## src/rtl/ptw_mem_arbiter_if.sv

```systemverilog
// ptw_mem_arbiter_if
//   Bundles the walker request/response pairs (ITLB "I_", DTLB "D_") and the
//   AXI-master read port ("M_") that the PTE-fetch arbiter sits between.
//   modport master : the arbiter's view. It owns the M-side request and
//                    the walker responses.
//   modport slave  : the environment's view (walkers + AXI master model).
interface ptw_mem_arbiter_if #(
   parameter int ADDR_WIDTH = 64,
   parameter int DATA_WIDTH = 64
);
   logic                  I_REQ_VALID;
   logic [ADDR_WIDTH-1:0] I_REQ_ADDR;
   logic                  I_RESP_VALID;
   logic [DATA_WIDTH-1:0] I_RESP_DATA;
   logic                  I_ACCESS_FAULT;
   logic                  D_REQ_VALID;
   logic [ADDR_WIDTH-1:0] D_REQ_ADDR;
   logic                  D_RESP_VALID;
   logic [DATA_WIDTH-1:0] D_RESP_DATA;
   logic                  D_ACCESS_FAULT;
   logic                  M_ADDR_VALID;
   logic [ADDR_WIDTH-1:0] M_ADDR;
   logic                  M_ADDR_READY;
   logic                  M_DATA_VALID;
   logic [DATA_WIDTH-1:0] M_DATA;

   modport master (
      input  I_REQ_VALID, I_REQ_ADDR, D_REQ_VALID, D_REQ_ADDR,
      input  M_ADDR_READY, M_DATA_VALID, M_DATA,
      output I_RESP_VALID, I_RESP_DATA, I_ACCESS_FAULT,
      output D_RESP_VALID, D_RESP_DATA, D_ACCESS_FAULT,
      output M_ADDR_VALID, M_ADDR
   );

   modport slave (
      output I_REQ_VALID, I_REQ_ADDR, D_REQ_VALID, D_REQ_ADDR,
      output M_ADDR_READY, M_DATA_VALID, M_DATA,
      input  I_RESP_VALID, I_RESP_DATA, I_ACCESS_FAULT,
      input  D_RESP_VALID, D_RESP_DATA, D_ACCESS_FAULT,
      input  M_ADDR_VALID, M_ADDR
   );
endinterface

```

## src/rtl/ptw_mem_arbiter.sv

```systemverilog
// ptw_mem_arbiter
//   Shares one AXI-master read port between the ITLB and DTLB page-table
//   walkers. Request pulses are captured into per-walker pending slots,
//   granted round-robin, and served one outstanding read at a time. Each
//   PTE is returned to its owner, or an access fault is raised when the
//   memory does not answer within TIMEOUT_CYCLES.
// Ports
//   CLK, RST_N : clock (posedge), asynchronous active-low reset
//   bus        : walker request/response + M-side read port (master view)
//   BUSY       : FSM not idle, or any walker request still pending
// Walker lanes are packed as index 0 = ITLB, 1 = DTLB.
module ptw_mem_arbiter #(
   parameter int ADDR_WIDTH     = 64,
   parameter int DATA_WIDTH     = 64,
   parameter int TIMEOUT_CYCLES = 1024
) (
   input  logic               CLK,
   input  logic               RST_N,
   ptw_mem_arbiter_if.master  bus,
   output logic               BUSY
);
   localparam int CW = $clog2(TIMEOUT_CYCLES);

   typedef enum logic [1:0] {
      S_IDLE = 2'd0,
      S_ADDR = 2'd1,
      S_WAIT = 2'd2
   } state_t;

   state_t                         state, state_n;
   logic [1:0]                     req_vld, pend, elig, clr;
   logic [1:0][ADDR_WIDTH-1:0]     req_addr, addr_q;
   logic [1:0]                     resp_vld, fault;
   logic [1:0][DATA_WIDTH-1:0]     resp_data;
   logic                           owner, last_grant;
   logic [CW-1:0]                  cnt;
   logic                           m_addr_valid;
   logic [ADDR_WIDTH-1:0]          m_addr;
   logic                           grant_vld, grant_id, done, tmo;
   logic [ADDR_WIDTH-1:0]          grant_addr;

   assign req_vld  = {bus.D_REQ_VALID, bus.I_REQ_VALID};
   assign req_addr = {bus.D_REQ_ADDR,  bus.I_REQ_ADDR};
   // A pulse in the grant cycle is eligible straight away (bypass).
   assign elig     = pend | req_vld;

   always_comb begin
      state_n    = state;
      grant_vld  = 1'b0;
      grant_id   = 1'b0;
      grant_addr = '0;
      done       = 1'b0;
      tmo        = 1'b0;
      clr        = '0;
      case (state)
         S_IDLE: begin
            if (|elig) begin
               grant_vld  = 1'b1;
               // Round-robin only arbitrates ties; a lone requester just wins.
               grant_id   = (&elig) ? ~last_grant : elig[1];
               grant_addr = pend[grant_id] ? addr_q[grant_id] : req_addr[grant_id];
               state_n    = S_ADDR;
            end
         end
         S_ADDR: begin
            if (bus.M_ADDR_READY) state_n = S_WAIT;
         end
         S_WAIT: begin
            // Data beats the timeout when both land in the same cycle.
            if (bus.M_DATA_VALID) begin
               done    = 1'b1;
               state_n = S_IDLE;
            end else if (cnt == CW'(TIMEOUT_CYCLES - 1)) begin
               tmo     = 1'b1;
               state_n = S_IDLE;
            end
            clr[owner] = done | tmo;
         end
         default: state_n = S_IDLE;
      endcase
   end

   always_ff @(posedge CLK or negedge RST_N) begin
      if (!RST_N) begin
         state        <= S_IDLE;
         pend         <= '0;
         addr_q       <= '0;
         owner        <= 1'b0;
         last_grant   <= 1'b1;
         cnt          <= '0;
         m_addr_valid <= 1'b0;
         m_addr       <= '0;
         resp_vld     <= '0;
         resp_data    <= '0;
         fault        <= '0;
      end else begin
         state    <= state_n;
         resp_vld <= '0;
         fault    <= '0;
         // A repeat pulse while already pending is dropped; first address kept.
         for (int x = 0; x < 2; x++) begin
            if (req_vld[x] && !pend[x]) addr_q[x] <= req_addr[x];
            pend[x] <= (pend[x] & ~clr[x]) | (req_vld[x] & ~pend[x]);
         end
         if (grant_vld) begin
            owner        <= grant_id;
            m_addr       <= grant_addr;
            m_addr_valid <= 1'b1;
            if (&elig) last_grant <= grant_id;
         end
         if (state == S_ADDR && bus.M_ADDR_READY) begin
            m_addr_valid <= 1'b0;
            cnt          <= '0;
         end
         if (state == S_WAIT && !done && !tmo) cnt <= cnt + CW'(1);
         if (done) begin
            resp_vld[owner]  <= 1'b1;
            resp_data[owner] <= bus.M_DATA;
         end
         if (tmo) fault[owner] <= 1'b1;
         // Illegal encoding: drop any stale request while recovering to IDLE.
         if (state != S_IDLE && state != S_ADDR && state != S_WAIT)
            m_addr_valid <= 1'b0;
      end
   end

   assign bus.M_ADDR_VALID   = m_addr_valid;
   assign bus.M_ADDR         = m_addr;
   assign bus.I_RESP_VALID   = resp_vld[0];
   assign bus.I_RESP_DATA    = resp_data[0];
   assign bus.I_ACCESS_FAULT = fault[0];
   assign bus.D_RESP_VALID   = resp_vld[1];
   assign bus.D_RESP_DATA    = resp_data[1];
   assign bus.D_ACCESS_FAULT = fault[1];
   assign BUSY               = (state != S_IDLE) | (|pend);
endmodule

```

## src/flat_wrapper.sv

```systemverilog
// flat-port wrapper written by rule: the top's interface ports become plain ports
module ptw_mem_arbiter_flat 
#(
   parameter int ADDR_WIDTH     = 64,
   parameter int DATA_WIDTH     = 64,
   parameter int TIMEOUT_CYCLES = 1024
)
  (CLK, RST_N, BUSY, bus_I_REQ_VALID, bus_I_REQ_ADDR, bus_D_REQ_VALID, bus_D_REQ_ADDR, bus_M_ADDR_READY, bus_M_DATA_VALID, bus_M_DATA, bus_I_RESP_VALID, bus_I_RESP_DATA, bus_I_ACCESS_FAULT, bus_D_RESP_VALID, bus_D_RESP_DATA, bus_D_ACCESS_FAULT, bus_M_ADDR_VALID, bus_M_ADDR);
  ptw_mem_arbiter_if #(.ADDR_WIDTH(ADDR_WIDTH), .DATA_WIDTH(DATA_WIDTH)) bus_i ();
  input  logic CLK;
  input  logic RST_N;
  output logic BUSY;
  input wire logic [$bits(bus_i.I_REQ_VALID)-1:0] bus_I_REQ_VALID;
  input wire logic [$bits(bus_i.I_REQ_ADDR)-1:0] bus_I_REQ_ADDR;
  input wire logic [$bits(bus_i.D_REQ_VALID)-1:0] bus_D_REQ_VALID;
  input wire logic [$bits(bus_i.D_REQ_ADDR)-1:0] bus_D_REQ_ADDR;
  input wire logic [$bits(bus_i.M_ADDR_READY)-1:0] bus_M_ADDR_READY;
  input wire logic [$bits(bus_i.M_DATA_VALID)-1:0] bus_M_DATA_VALID;
  input wire logic [$bits(bus_i.M_DATA)-1:0] bus_M_DATA;
  output wire logic [$bits(bus_i.I_RESP_VALID)-1:0] bus_I_RESP_VALID;
  output wire logic [$bits(bus_i.I_RESP_DATA)-1:0] bus_I_RESP_DATA;
  output wire logic [$bits(bus_i.I_ACCESS_FAULT)-1:0] bus_I_ACCESS_FAULT;
  output wire logic [$bits(bus_i.D_RESP_VALID)-1:0] bus_D_RESP_VALID;
  output wire logic [$bits(bus_i.D_RESP_DATA)-1:0] bus_D_RESP_DATA;
  output wire logic [$bits(bus_i.D_ACCESS_FAULT)-1:0] bus_D_ACCESS_FAULT;
  output wire logic [$bits(bus_i.M_ADDR_VALID)-1:0] bus_M_ADDR_VALID;
  output wire logic [$bits(bus_i.M_ADDR)-1:0] bus_M_ADDR;
  assign bus_i.I_REQ_VALID = bus_I_REQ_VALID;
  assign bus_i.I_REQ_ADDR = bus_I_REQ_ADDR;
  assign bus_i.D_REQ_VALID = bus_D_REQ_VALID;
  assign bus_i.D_REQ_ADDR = bus_D_REQ_ADDR;
  assign bus_i.M_ADDR_READY = bus_M_ADDR_READY;
  assign bus_i.M_DATA_VALID = bus_M_DATA_VALID;
  assign bus_i.M_DATA = bus_M_DATA;
  assign bus_I_RESP_VALID = bus_i.I_RESP_VALID;
  assign bus_I_RESP_DATA = bus_i.I_RESP_DATA;
  assign bus_I_ACCESS_FAULT = bus_i.I_ACCESS_FAULT;
  assign bus_D_RESP_VALID = bus_i.D_RESP_VALID;
  assign bus_D_RESP_DATA = bus_i.D_RESP_DATA;
  assign bus_D_ACCESS_FAULT = bus_i.D_ACCESS_FAULT;
  assign bus_M_ADDR_VALID = bus_i.M_ADDR_VALID;
  assign bus_M_ADDR = bus_i.M_ADDR;
  ptw_mem_arbiter #(.ADDR_WIDTH(ADDR_WIDTH), .DATA_WIDTH(DATA_WIDTH), .TIMEOUT_CYCLES(TIMEOUT_CYCLES)) u_core (.CLK(CLK), .RST_N(RST_N), .bus(bus_i), .BUSY(BUSY));
endmodule
```

## config.mk

```make
export PLATFORM = sky130hd
export DESIGN_NAME = ptw_mem_arbiter_flat
export DESIGN_NICKNAME = d
export VERILOG_FILES = /design/src/rtl/ptw_mem_arbiter_if.sv /design/src/rtl/ptw_mem_arbiter.sv /design/src/flat_wrapper.sv
export SDC_FILE = /design/constraint.sdc
export NUM_CORES = 1
export LEC_CHECK = 0
export CAP_MARGIN = 30
export CORE_AREA = 4 4 256 133
export CTS_CLUSTER_DIAMETER = 80
export DETAILED_ROUTE_END_ITERATION = 8
export DIE_AREA = 0 0 260 137
export PLACE_DENSITY = 0.94
export SYNTH_ARGS = -nofsm -noshare
export SYNTH_HDL_FRONTEND = slang
export SYNTH_SLANG_ARGS = --single-unit
```

## constraint.sdc

```tcl
create_clock -name CLK -period 4.5 [get_ports CLK]
set_input_delay 1.125 -clock CLK [delete_from_list [all_inputs] [get_ports CLK]]
set_output_delay 1.125 -clock CLK [all_outputs]
set_load 0.1 [all_outputs]
```

======== After elaboration in Yosys (flattened, before gate mapping) ========
Index checks and enable logic that the tools add are counted.
storage, ports and cells
  bits in registers ....................... 341
  latch bits .............................. 0
  RAM bits ................................ 0
  ROM bits ................................ 0
  input bits .............................. 198
  output and inout bits ................... 198
  logic and storage cells ................. 100
  memories ................................ 0
operators by class
  $add $sub $neg .......................... 1
  $mul .................................... 0
  div/mod/pow operators ................... 0
  order comparisons ....................... 3
  eq/ne operators ......................... 8
  shift operators ......................... 0
  mux-type cells .......................... 39
  bitwise operators ....................... 15
  reduce and logical (&&, ||, !) cells .... 21
operators by type and width
  cell                                                         count
  2-to-1 mux 64 bit                                            8
  bitwise mux 128 bit                                          1
  demux 64 bit (select 1 bit)                                  1
  2-to-1 mux 10 bit                                            2
  2-to-1 mux 1 bit                                             18
  2-to-1 mux 2 bit                                             7
  adder 10 x 1 -> 10 bit (second input constant)               1
  equality test 10 bit (second input constant)                 1
  logical AND 1 bit                                            8
  one-hot mux 2 bit (3 select lines)                           1
  AND reduction 3 bit                                          2
  inverter 1 bit                                               5
  bitwise AND 1 bit                                            4
  logical NOT 1 bit                                            4
  less-than comparator 1 x 2 -> 1 bit (second input constant)  2
  inequality test 2 x 1 -> 1 bit (second input constant)       2
  inequality test 2 bit (second input constant)                2
  OR 1 bit                                                     4
  nonzero test 2 bit                                           2
  OR reduction 2 bit                                           2
  inequality test 3 x 2 -> 1 bit (second input constant)       1
  nonzero test 3 bit                                           1
  bitwise AND 2 bit                                            1
  equality test 2 x 1 -> 1 bit (second input constant)         1
  6 further kinds                                              6

======== Logic depth before layout (Yosys ltp) ========
Gate-level depths: netlist of run 1.
  depth after elaboration ................. 10
  mapped depth ............................ 8
  depth with buffers taken out ............ 6

======== Worst setup path after synthesis of run 1 ========
No wires, ideal clock.
  path kind ............................... flip-flop to output port
  start point ............................. register u_core.pend[0]
  end point ............................... output BUSY
  data arrival time ....................... 1.733 ns
  data required time ...................... 3.375 ns
  slack ................................... 1.642 ns
  cell stages (with the launch flop) ...... 5
  path buffers ............................ 3
  path through ............................ dfrtp_1 buf_2 clkbuf_1 clkbuf_1 or4_1
between the ends
  longest elaborated chain between the ends .. 2
RTL lines
  item                              line                    RTL
  start: declaration                ptw_mem_arbiter.sv:31   logic [1:0] req_vld, pend, elig, clr;
  start signal: indexed assignment  ptw_mem_arbiter.sv:103  pend[x] <= (pend[x] & ~clr[x]) | (req_vld[x] & ~pend[x]);
  OR reduction 2 bit                ptw_mem_arbiter.sv:135  assign BUSY = (state != S_IDLE) | (|pend);
  OR 1 bit                          ptw_mem_arbiter.sv:135
  end: declaration                  flat_wrapper.sv:12      output logic BUSY;
Every way passes these cells.

======== Final worst setup path of run 1 ========
  start point ............................. register u_core.state[0]
  end point ............................... output BUSY
between the ends
  longest elaborated chain between the ends .. 2
RTL lines
  item                      line                    RTL
  start: declaration        ptw_mem_arbiter.sv:30   state_t state, state_n;
  start signal: assignment  ptw_mem_arbiter.sv:97   state <= state_n;
  nonzero test 2 bit        ptw_mem_arbiter.sv:135
  OR 1 bit                  ptw_mem_arbiter.sv:135
Every way passes these cells.

==> results.py, run 1 <==
metrics = {
    "timing": {
        "finalSetupViolCount": 0,
        "fin_worst_skew_ns": 0.00822,
        "fin_crit_sh_pct": 84.0,
        "maxSlewViolCount": 0,
        "maxSlewHeadroom_pct": 29.6,
        "rsz0062_at_grt": "no",
        "fmaxAchievable_mhz": 265,
        "worstMarginPinSlew_ns": 1.05,
        "final.setup.worst_slack_ns": 0.722,
        "timing.final.hold_violations": 0,
        "finalCriticalPeriod_ns": 3.78,
        "tns_ns": 0,
    },
    "cts": {
        "clkTransAtPathRegs_ns": 0.07,
        "cts_sinks": 341,
        "clkLatencyLatePin_ns": 0.57,
        "ctsResizeCount": 0,
        "clock_path_buffers": 3,
        "cts_tree": "yes",
        "cts_inserted_buffers": 31,
        "cts-hold-fix-buffers": 0,
        "post_cts.repair.setup_buffers": 0,
        "cts_root_buf": "clkbuf_16",
        "h-tree-depth": 1,
    },
    "worst_setup_path": {
        "setup.worst_path.end_class": "output pin",
        "worst_path_max_delay_cell": "clkdlybuf4s50_1",
        "path_cells": "or4_1 > clkdlybuf4s50_1",
        "worstSetupPathType": "reg2out",
        "path_buf_inv": 1,
        "startpoint_type": "flip-flop",
        "crit_path_max_fanout": 8,
        "critical-path-top-delay-family": "buffers and inverters",
        "slowest_delay_ns": 1.01,
        "worstPathRequired_ns": 3.38,
        "arrival_ns": 2.65,
    },
    "yosys": {
        "syn_avg_cell_area_sq_um": 10.9,
        "synth_ff_type": "dfrtp_1",
        "ys_types": 41,
        "yosys.area.top_type": "dfrtp_1",
        "synth_seq_area_share_pct": 49.3,
        "ys_ff_latch": 341,
        "synth_area_sq_mm": 0.0173,
        "synth-edff-count": 0,
        "syn_inst": 1585,
        "async_flop_share_pct": 100,
        "synth_top_cells_by_area": "dfrtp_1, mux2_2, and2_1",
        "yosys.area.top_type_share_pct": 49.1,
        "yosys_warnings": 0,
        "synth_nets": 1784,
    },
    "detailed_routing": {
        "viasPerCell": 5.97,
        "avgRoutedWirePerCell_microns": 22.2,
        "top_layer": "met4",
        "wl_met2_microns": 26900,
        "wl_met1_microns": 20300,
        "firstDrtPassIters": 5,
        "met3_length_microns": 2900,
        "finalWirelength_microns": 52800,
        "drt_iter0_markers": 1141,
        "postRouteAntennaNets": 0,
        "vias": 14180,
        "remaining_drc_errors": 0,
    },
    "cells_and_area": {
        "drive_gt1_share_pct": 18.4,
        "nets": 2109,
        "area_growth_syn_to_layout_pct": 32.2,
        "post-route-util_pct": 72.7,
        "final_area_sq_mm": 0.0229,
    },
    "floorplanning": {
        "die_h_microns": 137,
        "pin_count": 396,
        "die_w_microns": 260,
        "fp-row-count": 46,
        "initial_core_util_pct": 55.0,
        "dieArea_sq_mm": 0.0356,
        "core_sq_mm": 0.0315,
    },
    "global_route": {
        "grt_pass1_wl_microns": 82400,
        "antenna_found_initial": 12,
        "grt_use_total_pct": 28.8,
        "grt-ovfl-total": 0,
        "grt_max_degree": 129,
        "grt_pass1_vias": 14924,
    },
    "min_path": {
        "hold_class": "reg2reg",
    },
    "placed_design": {
        "dp_hpwl_microns": 33700,
        "postPlaceCellArea_sq_mm": 0.0219,
        "io_buffers": 395,
        "place_congestion": 0.838,
        "post-place-ws_ns": 1.10,
    },
    "flow_run": {
        "cap_violations": 0,
    },
    "outcome": {
        "status": "finished, final reports clean",
    },
}
-- routing by layer --
layer	global-route usage [%]	vias to the layer above
met5	0	-
met4	14.3	0
met3	4.99	163
met2	50.6	541
met1	34.8	7186
li1	-	6290
-- path summary, 6_finish.rpt --
path / cells after the start / slack, ns / start / to
worst max-delay path: 2 / 0.72 / u_core.state[0] / BUSY
worst min-delay path: 2 / 0.49 / u_core.bus.M_ADDR[24] / u_core.bus.M_ADDR[24]
worst max register to register: 6 / 1.66 / u_core.pend[1] / u_core.bus.M_ADDR[29]
worst min register to register: 2 / 0.49 / u_core.bus.M_ADDR[24] / u_core.bus.M_ADDR[24]
max in group asynchronous: 2 / 2.79 / RST_N / u_core.bus.I_RESP_DATA[37]
min in group asynchronous: 1 / 0.65 / RST_N / u_core.addr_q[74]
-- placed cells by master (no fill, tap or decap), types with 7 or more instances in the layout --
cell,Yosys,layout
buf_4,0,15
clkdlybuf4s50_1,0,394
mux2_2,256,256
clkinv_2,0,7
nand2b_1,132,128
clkbuf_8,0,7
dfrtp_1,340,338
clkbuf_16,0,31
clkbuf_1,92,7
buf_16,0,11
a21oi_1,130,130
nand2_1,75,75
and2_1,258,258
a211oi_1,128,128
o221ai_1,64,64
buf_12,0,9
diode_2,0,12
-- cells in the mapped netlist (all sizes together), types with 2 or more instances --
library cell and instances:
a211o 6, a211oi 128, a21oi 130, a22o 2, a31oi 5, and2 259
and3 5, and4 2, buf 46, clkbuf 92, dfrtp 340, inv 3
mux2 256, nand2 75, nand2b 132, nand3 3, nand3b 2, nand4 2
nor2 5, nor2b 3, nor3 4, nor4 2, o211a 2, o21ai 4
o221ai 64
-- flip-flops by register name (all words and copies together), names as in the netlist --
name                     cells
u_core.bus.M_ADDR_VALID      1
u_core.pend                  2
u_core.addr_q              128
u_core.state                 2
u_core.bus.D_RESP_DATA      64
u_core.cnt                  10
u_core.bus.I_RESP_DATA      64
u_core.owner                 1
u_core.bus.M_ADDR           64
u_core.last_grant            1
u_core.resp_vld              2
u_core.fault                 2
-- kinds of logic after synthesis --
| logic type | count (synthesis) | synth area share (%) |
|---|---|---|
| adders and majority gates | 1 | 0.0722 |
| AOI/OAI and AO/OA | 346 | 13.6 |
| buffers and inverters | 141 | 3.37 |
| muxes | 256 | 16.6 |
| xor gates and xnor gates | 2 | 0.101 |
| and+or+nand+nor | 498 | 16.9 |
| DFF | 341 | 49.3 |
-- final cells by class --
| class | count | area (sq um) |
|---|---|---|
| inverters | 3 | 11.3 |
| multi-input cells | 1103 | 8240 |
| diodes | 12 | 30.0 |
| fillers | 2001 | 8590 |
| repair buffers | 430 | 4550 |
| clock buffers | 45 | 898 |
| well taps | 432 | 541 |
| clock inverters | 10 | 81.3 |
| flip-flops and latches | 341 | 8540 |
-- stage by stage --
step                std cells  hold slack (ns)
floorplan                1585            0.463
global placement         2297            0.472
detailed placement       2309            0.479
CTS                      2364            0.495
global route             2376            0.504
finish                   2376            0.493
-- worst register-to-register path, delay by kind of cell, from the launching register on --
kind / cells / cell delay (ns)
AO/OA/AOI/OAI: 3 / 0.87
buffers and inverters: 3 / 1.51
flip-flops: 1 / 0.37
Power of run 1 is left out: the tool's default activity adds up to more than one toggle a clock period on the data nets, which glitch-free logic cannot reach.
==> run 2: changes to the inputs <==
CORE_AREA = 4 4 266 138   (was 4 4 256 133)
DIE_AREA = 0 0 270 142   (was 0 0 260 137)
PLACE_DENSITY = 0.88   (was 0.94)
clock period = 4 ns   (was 4.5 ns; I/O delays follow)
==> run 2 against run 1 <==
Net effect:
- first-iteration DRC count increased by 5.7%
- die area increased by 7.6%
- hold slack improved by 0.0018 ns
==> results.py, run 2 (synthesis results as in run 1) <==
metrics = {
    "cts": {
        "cts_inserted_buffers": 30,
        "clkTransAtPathRegs_ns": 0.07,
        "clkLatencyLatePin_ns": 0.57,
        "cts-hold-fix-buffers": 0,
        "h-tree-depth": 1,
        "cts_root_buf": "clkbuf_16",
        "ctsResizeCount": 0,
        "cts_sinks": 341,
        "post_cts.repair.setup_buffers": 0,
        "clock_path_buffers": 3,
        "cts_tree": "yes",
    },
    "timing": {
        "rsz0062_at_grt": "no",
        "tns_ns": 0,
        "fmaxAchievable_mhz": 311,
        "maxSlewViolCount": 0,
        "timing.final.hold_violations": 0,
        "finalSetupViolCount": 0,
        "worstMarginPinSlew_ns": 1.06,
        "fin_crit_sh_pct": 80.4,
        "maxSlewHeadroom_pct": 29.0,
        "finalCriticalPeriod_ns": 3.22,
        "fin_worst_skew_ns": 0.00634,
        "timing.hold.ws_ns": 0.494,
    },
    "global_route": {
        "antenna_found_initial": 12,
        "grt-ovfl-total": 0,
        "grt_max_degree": 103,
        "grt_pass1_vias": 14360,
        "grt_pass1_wl_microns": 81100,
        "grt_use_total_pct": 25.8,
    },
    "worst_setup_path": {
        "path_cells": "or4_1 > buf_4",
        "slowest_delay_ns": 0.79,
        "worstPathRequired_ns": 3.00,
        "worst_path_max_delay_cell": "dfrtp_4",
        "r2r_cells": 5,
        "crit_path_max_fanout": 71,
        "arrival_ns": 2.22,
        "path_depth": 2,
        "setup.worst_path.end_class": "output pin",
        "startpoint_type": "flip-flop",
        "critical-path-top-delay-family": "flip-flops",
        "path_buf_inv": 1,
        "worstSetupPathType": "reg2out",
    },
    "detailed_routing": {
        "finalWirelength_microns": 51500,
        "firstDrtPassIters": 7,
        "vias": 13916,
        "remaining_drc_errors": 0,
        "viasPerCell": 5.81,
        "drt_iter0_markers": 1206,
        "avgRoutedWirePerCell_microns": 21.5,
        "postRouteAntennaNets": 0,
    },
    "floorplanning": {
        "pin_count": 396,
        "die_w_microns": 270,
        "dieArea_sq_mm": 0.0383,
        "fp-row-count": 48,
        "die_h_microns": 142,
        "core_sq_mm": 0.0342,
        "initial_core_util_pct": 50.7,
    },
    "flow_run": {
        "cap_violations": 0,
    },
    "cells_and_area": {
        "most-common-layout-cells": "clkdlybuf4s50_1, dfrtp_1, and2_1",
        "drive_gt1_share_pct": 18.4,
        "final_common_cell": "clkdlybuf4s50_1",
        "post-route-util_pct": 67.0,
        "area_growth_syn_to_layout_pct": 32.3,
        "largest_reg_flops": 128,
        "largest_register": "u_core.addr_q",
        "nets": 2108,
        "final-seq-area_sq_mm": 0.00854,
        "fill_cells": 2409,
        "multiInputGateArea_sq_mm": 0.00825,
    },
    "placed_design": {
        "io_buffers": 395,
        "dp_hpwl_microns": 33300,
        "place_congestion": 0.867,
    },
    "min_path": {
        "hold_class": "in2async",
    },
    "outcome": {
        "status": "finished, final reports clean",
    },
}
==> run 2: per-layer routing <==
| metal | vias up | GRT usage [%] | routed length, microns |
|---|---|---|---|
| met5 | - | 0 | 0 |
| met4 | 0 | 9.83 | 1930 |
| met3 | 109 | 4.24 | 2780 |
| met2 | 498 | 45.4 | 26500 |
| met1 | 7024 | 32.5 | 20200 |
| li1 | 6285 | - | - |
==> run 2: worst paths after layout <==
check                                        from                         end  slack [ns]
worst max-delay path               u_core.pend[0]                        BUSY        0.78
worst min-delay path                        RST_N           u_core.addr_q[76]        0.49
worst max register to register     u_core.pend[0]       u_core.bus.M_ADDR[14]        1.14
worst min register to register  u_core.addr_q[94]           u_core.addr_q[94]        0.50
max in group asynchronous                   RST_N  u_core.bus.D_RESP_DATA[13]        2.67
min in group CLK                u_core.addr_q[94]           u_core.addr_q[94]        0.50
==> run 2: per-stage QoR <==
step / setup slack [ns] / std cells / cell area [sq um]
3_3_place_gp: 0.587 / 2320 / 21700
4_1_cts: 0.805 / 2383 / 22900
3_5_place_dp: 0.519 / 2327 / 21900
6_report: 0.784 / 2395 / 22900
5_1_grt: 0.738 / 2395 / 22900
2_1_floorplan: 1.27 / 1585 / 17300
==> run 2: layout make-up <==
type | count | area share (%)
Multi-Input combinational cell | 1103 | 36.0
Antenna cell | 12 | 0.131
Tap cell | 450 | 2.46
Timing Repair Buffer | 430 | 19.6
Clock inverter | 8 | 0.502
Inverter | 3 | 0.0491
Clock buffer | 48 | 3.97
Sequential cell | 341 | 37.3
Power of run 2 is left out for the same reason.
==> run 3: changes to the inputs <==
clock period = 3.08 ns   (was 4 ns; I/O delays follow)
==> run 3 against run 2 <==
Net effect:
- cell area decreased by 2.3%
- wire length decreased by 1.6%
- global-route usage decreased by 0.39 points
==> results.py, run 3 (synthesis results as in run 1) <==
metrics = {
    "detailed_routing": {
        "viasPerCell": 5.78,
        "postRouteAntennaNets": 0,
        "finalWirelength_microns": 50600,
        "drt_iter0_markers": 1195,
        "firstDrtPassIters": 5,
        "avgRoutedWirePerCell_microns": 21.2,
        "vias": 13834,
        "remaining_drc_errors": 0,
    },
    "cells_and_area": {
        "final_area_sq_mm": 0.0224,
        "largest_reg_flops": 128,
        "largest_register": "u_core.addr_q",
        "final_common_cell": "dfrtp_1",
        "drive_gt1_share_pct": 28.8,
        "area_growth_syn_to_layout_pct": 29.3,
        "nets": 2110,
        "most-common-layout-cells": "dfrtp_1, and2_1, mux2_2",
        "final-seq-area_sq_mm": 0.00854,
        "fill_cells": 2475,
        "multiInputGateArea_sq_mm": 0.00825,
    },
    "global_route": {
        "grt_pass1_wl_microns": 79500,
        "antenna_found_initial": 9,
        "grt_pass1_vias": 14272,
        "grt-ovfl-total": 0,
        "grt_max_degree": 107,
        "grt_use_total_pct": 25.4,
    },
    "floorplanning": {
        "initial_core_util_pct": 50.7,
        "fp-row-count": 48,
        "die_h_microns": 142,
        "die_w_microns": 270,
        "core_sq_mm": 0.0342,
        "pin_count": 396,
        "dieArea_sq_mm": 0.0383,
    },
    "outcome": {
        "status": "finished, final reports clean",
    },
    "timing": {
        "finalSetupViolCount": 0,
        "worstMarginPinSlew_ns": 0.607,
        "maxSlewViolCount": 0,
        "timing.hold.ws_ns": 0.175,
        "fin_crit_sh_pct": 89.6,
        "fin_worst_skew_ns": 0.0175,
        "tns_ns": 0,
        "timing.final.hold_violations": 0,
        "rsz0062_at_grt": "no",
        "fmaxAchievable_mhz": 362,
        "maxSlewHeadroom_pct": 59.5,
        "finalCriticalPeriod_ns": 2.76,
    },
    "placed_design": {
        "dp_hpwl_microns": 33800,
        "io_buffers": 395,
        "postPlaceCellArea_sq_mm": 0.0213,
        "place_congestion": 0.844,
    },
    "worst_setup_path": {
        "worstSetupPathType": "reg2out",
        "critPathLaunch": "u_core.pend[1]",
        "r2r-start": "u_core.pend[0]",
        "worstPathRequired_ns": 2.31,
        "arrival_ns": 1.99,
        "crit_path_max_fanout": 35,
        "startpoint_type": "flip-flop",
        "setup.worst_path.end_class": "output pin",
    },
    "min_path": {
        "hold_class": "in2async",
    },
    "cts": {
        "cts-hold-fix-buffers": 0,
        "cts_inserted_buffers": 31,
        "h-tree-depth": 1,
        "post_cts.repair.setup_buffers": 0,
        "ctsResizeCount": 0,
        "cts_root_buf": "clkbuf_16",
        "clkLatencyLatePin_ns": 0.58,
        "clkTransAtPathRegs_ns": 0.07,
        "cts_sinks": 341,
        "clock_path_buffers": 3,
        "cts_tree": "yes",
    },
    "flow_run": {
        "cap_violations": 0,
    },
}
[run 3: cell types whose count changed in the layout (fill, tap and decap cells not counted), sizes merged]
cell           previous run  this run
buf                      38       235
clkdlybuf4s50           392       196
diode                    12         9
clkbuf                   48        46
inv                       3         4
[run 3: per-layer routing]
metal	GRT usage, %	wire length (microns)	up-vias
met2	44.1	25300	484
met5	0	0	-
met3	3.84	2620	138
met4	11.9	2550	0
li1	-	-	6282
met1	31.9	20200	6930
[run 3: worst paths after layout]
kind | cells past startpoint | slack, ns | endpoint
max in group asynchronous | 2 | 2.10 | u_core.last_grant
hold reg to reg | 1 | 0.50 | u_core.addr_q[113]
hold / removal | 1 | 0.17 | u_core.addr_q[76]
min in group CLK | 1 | 0.50 | u_core.addr_q[113]
setup reg to reg | 5 | 0.82 | u_core.bus.M_ADDR[50]
setup / recovery | 2 | 0.32 | BUSY
[run 3: per-stage QoR]
stage / worst slack, ns / utilization [%] / cells
detailed placement: 0.286 / 62.4 / 2328
global placement: 0.363 / 62.4 / 2328
CTS: 0.302 / 65.5 / 2383
global route: 0.239 / 65.5 / 2392
floorplan: 0.577 / - / 1585
finish: 0.319 / 65.5 / 2392
[run 3: cell type report]
| type | count | area share, % |
|---|---|---|
| Inverter | 3 | 0.0503 |
| Tap cell | 450 | 2.51 |
| Multi-Input combinational cell | 1103 | 36.8 |
| Timing Repair Buffer | 431 | 17.7 |
| Clock inverter | 9 | 0.553 |
| Antenna cell | 9 | 0.101 |
| Clock buffer | 46 | 4.12 |
| Sequential cell | 341 | 38.1 |
[run 3: worst max-delay path: stages (launching register included)]
cell	delay [ns]
dfrtp_2	0.62
or4_1	0.54
buf_4	0.25
Power of run 3 is left out for the same reason.
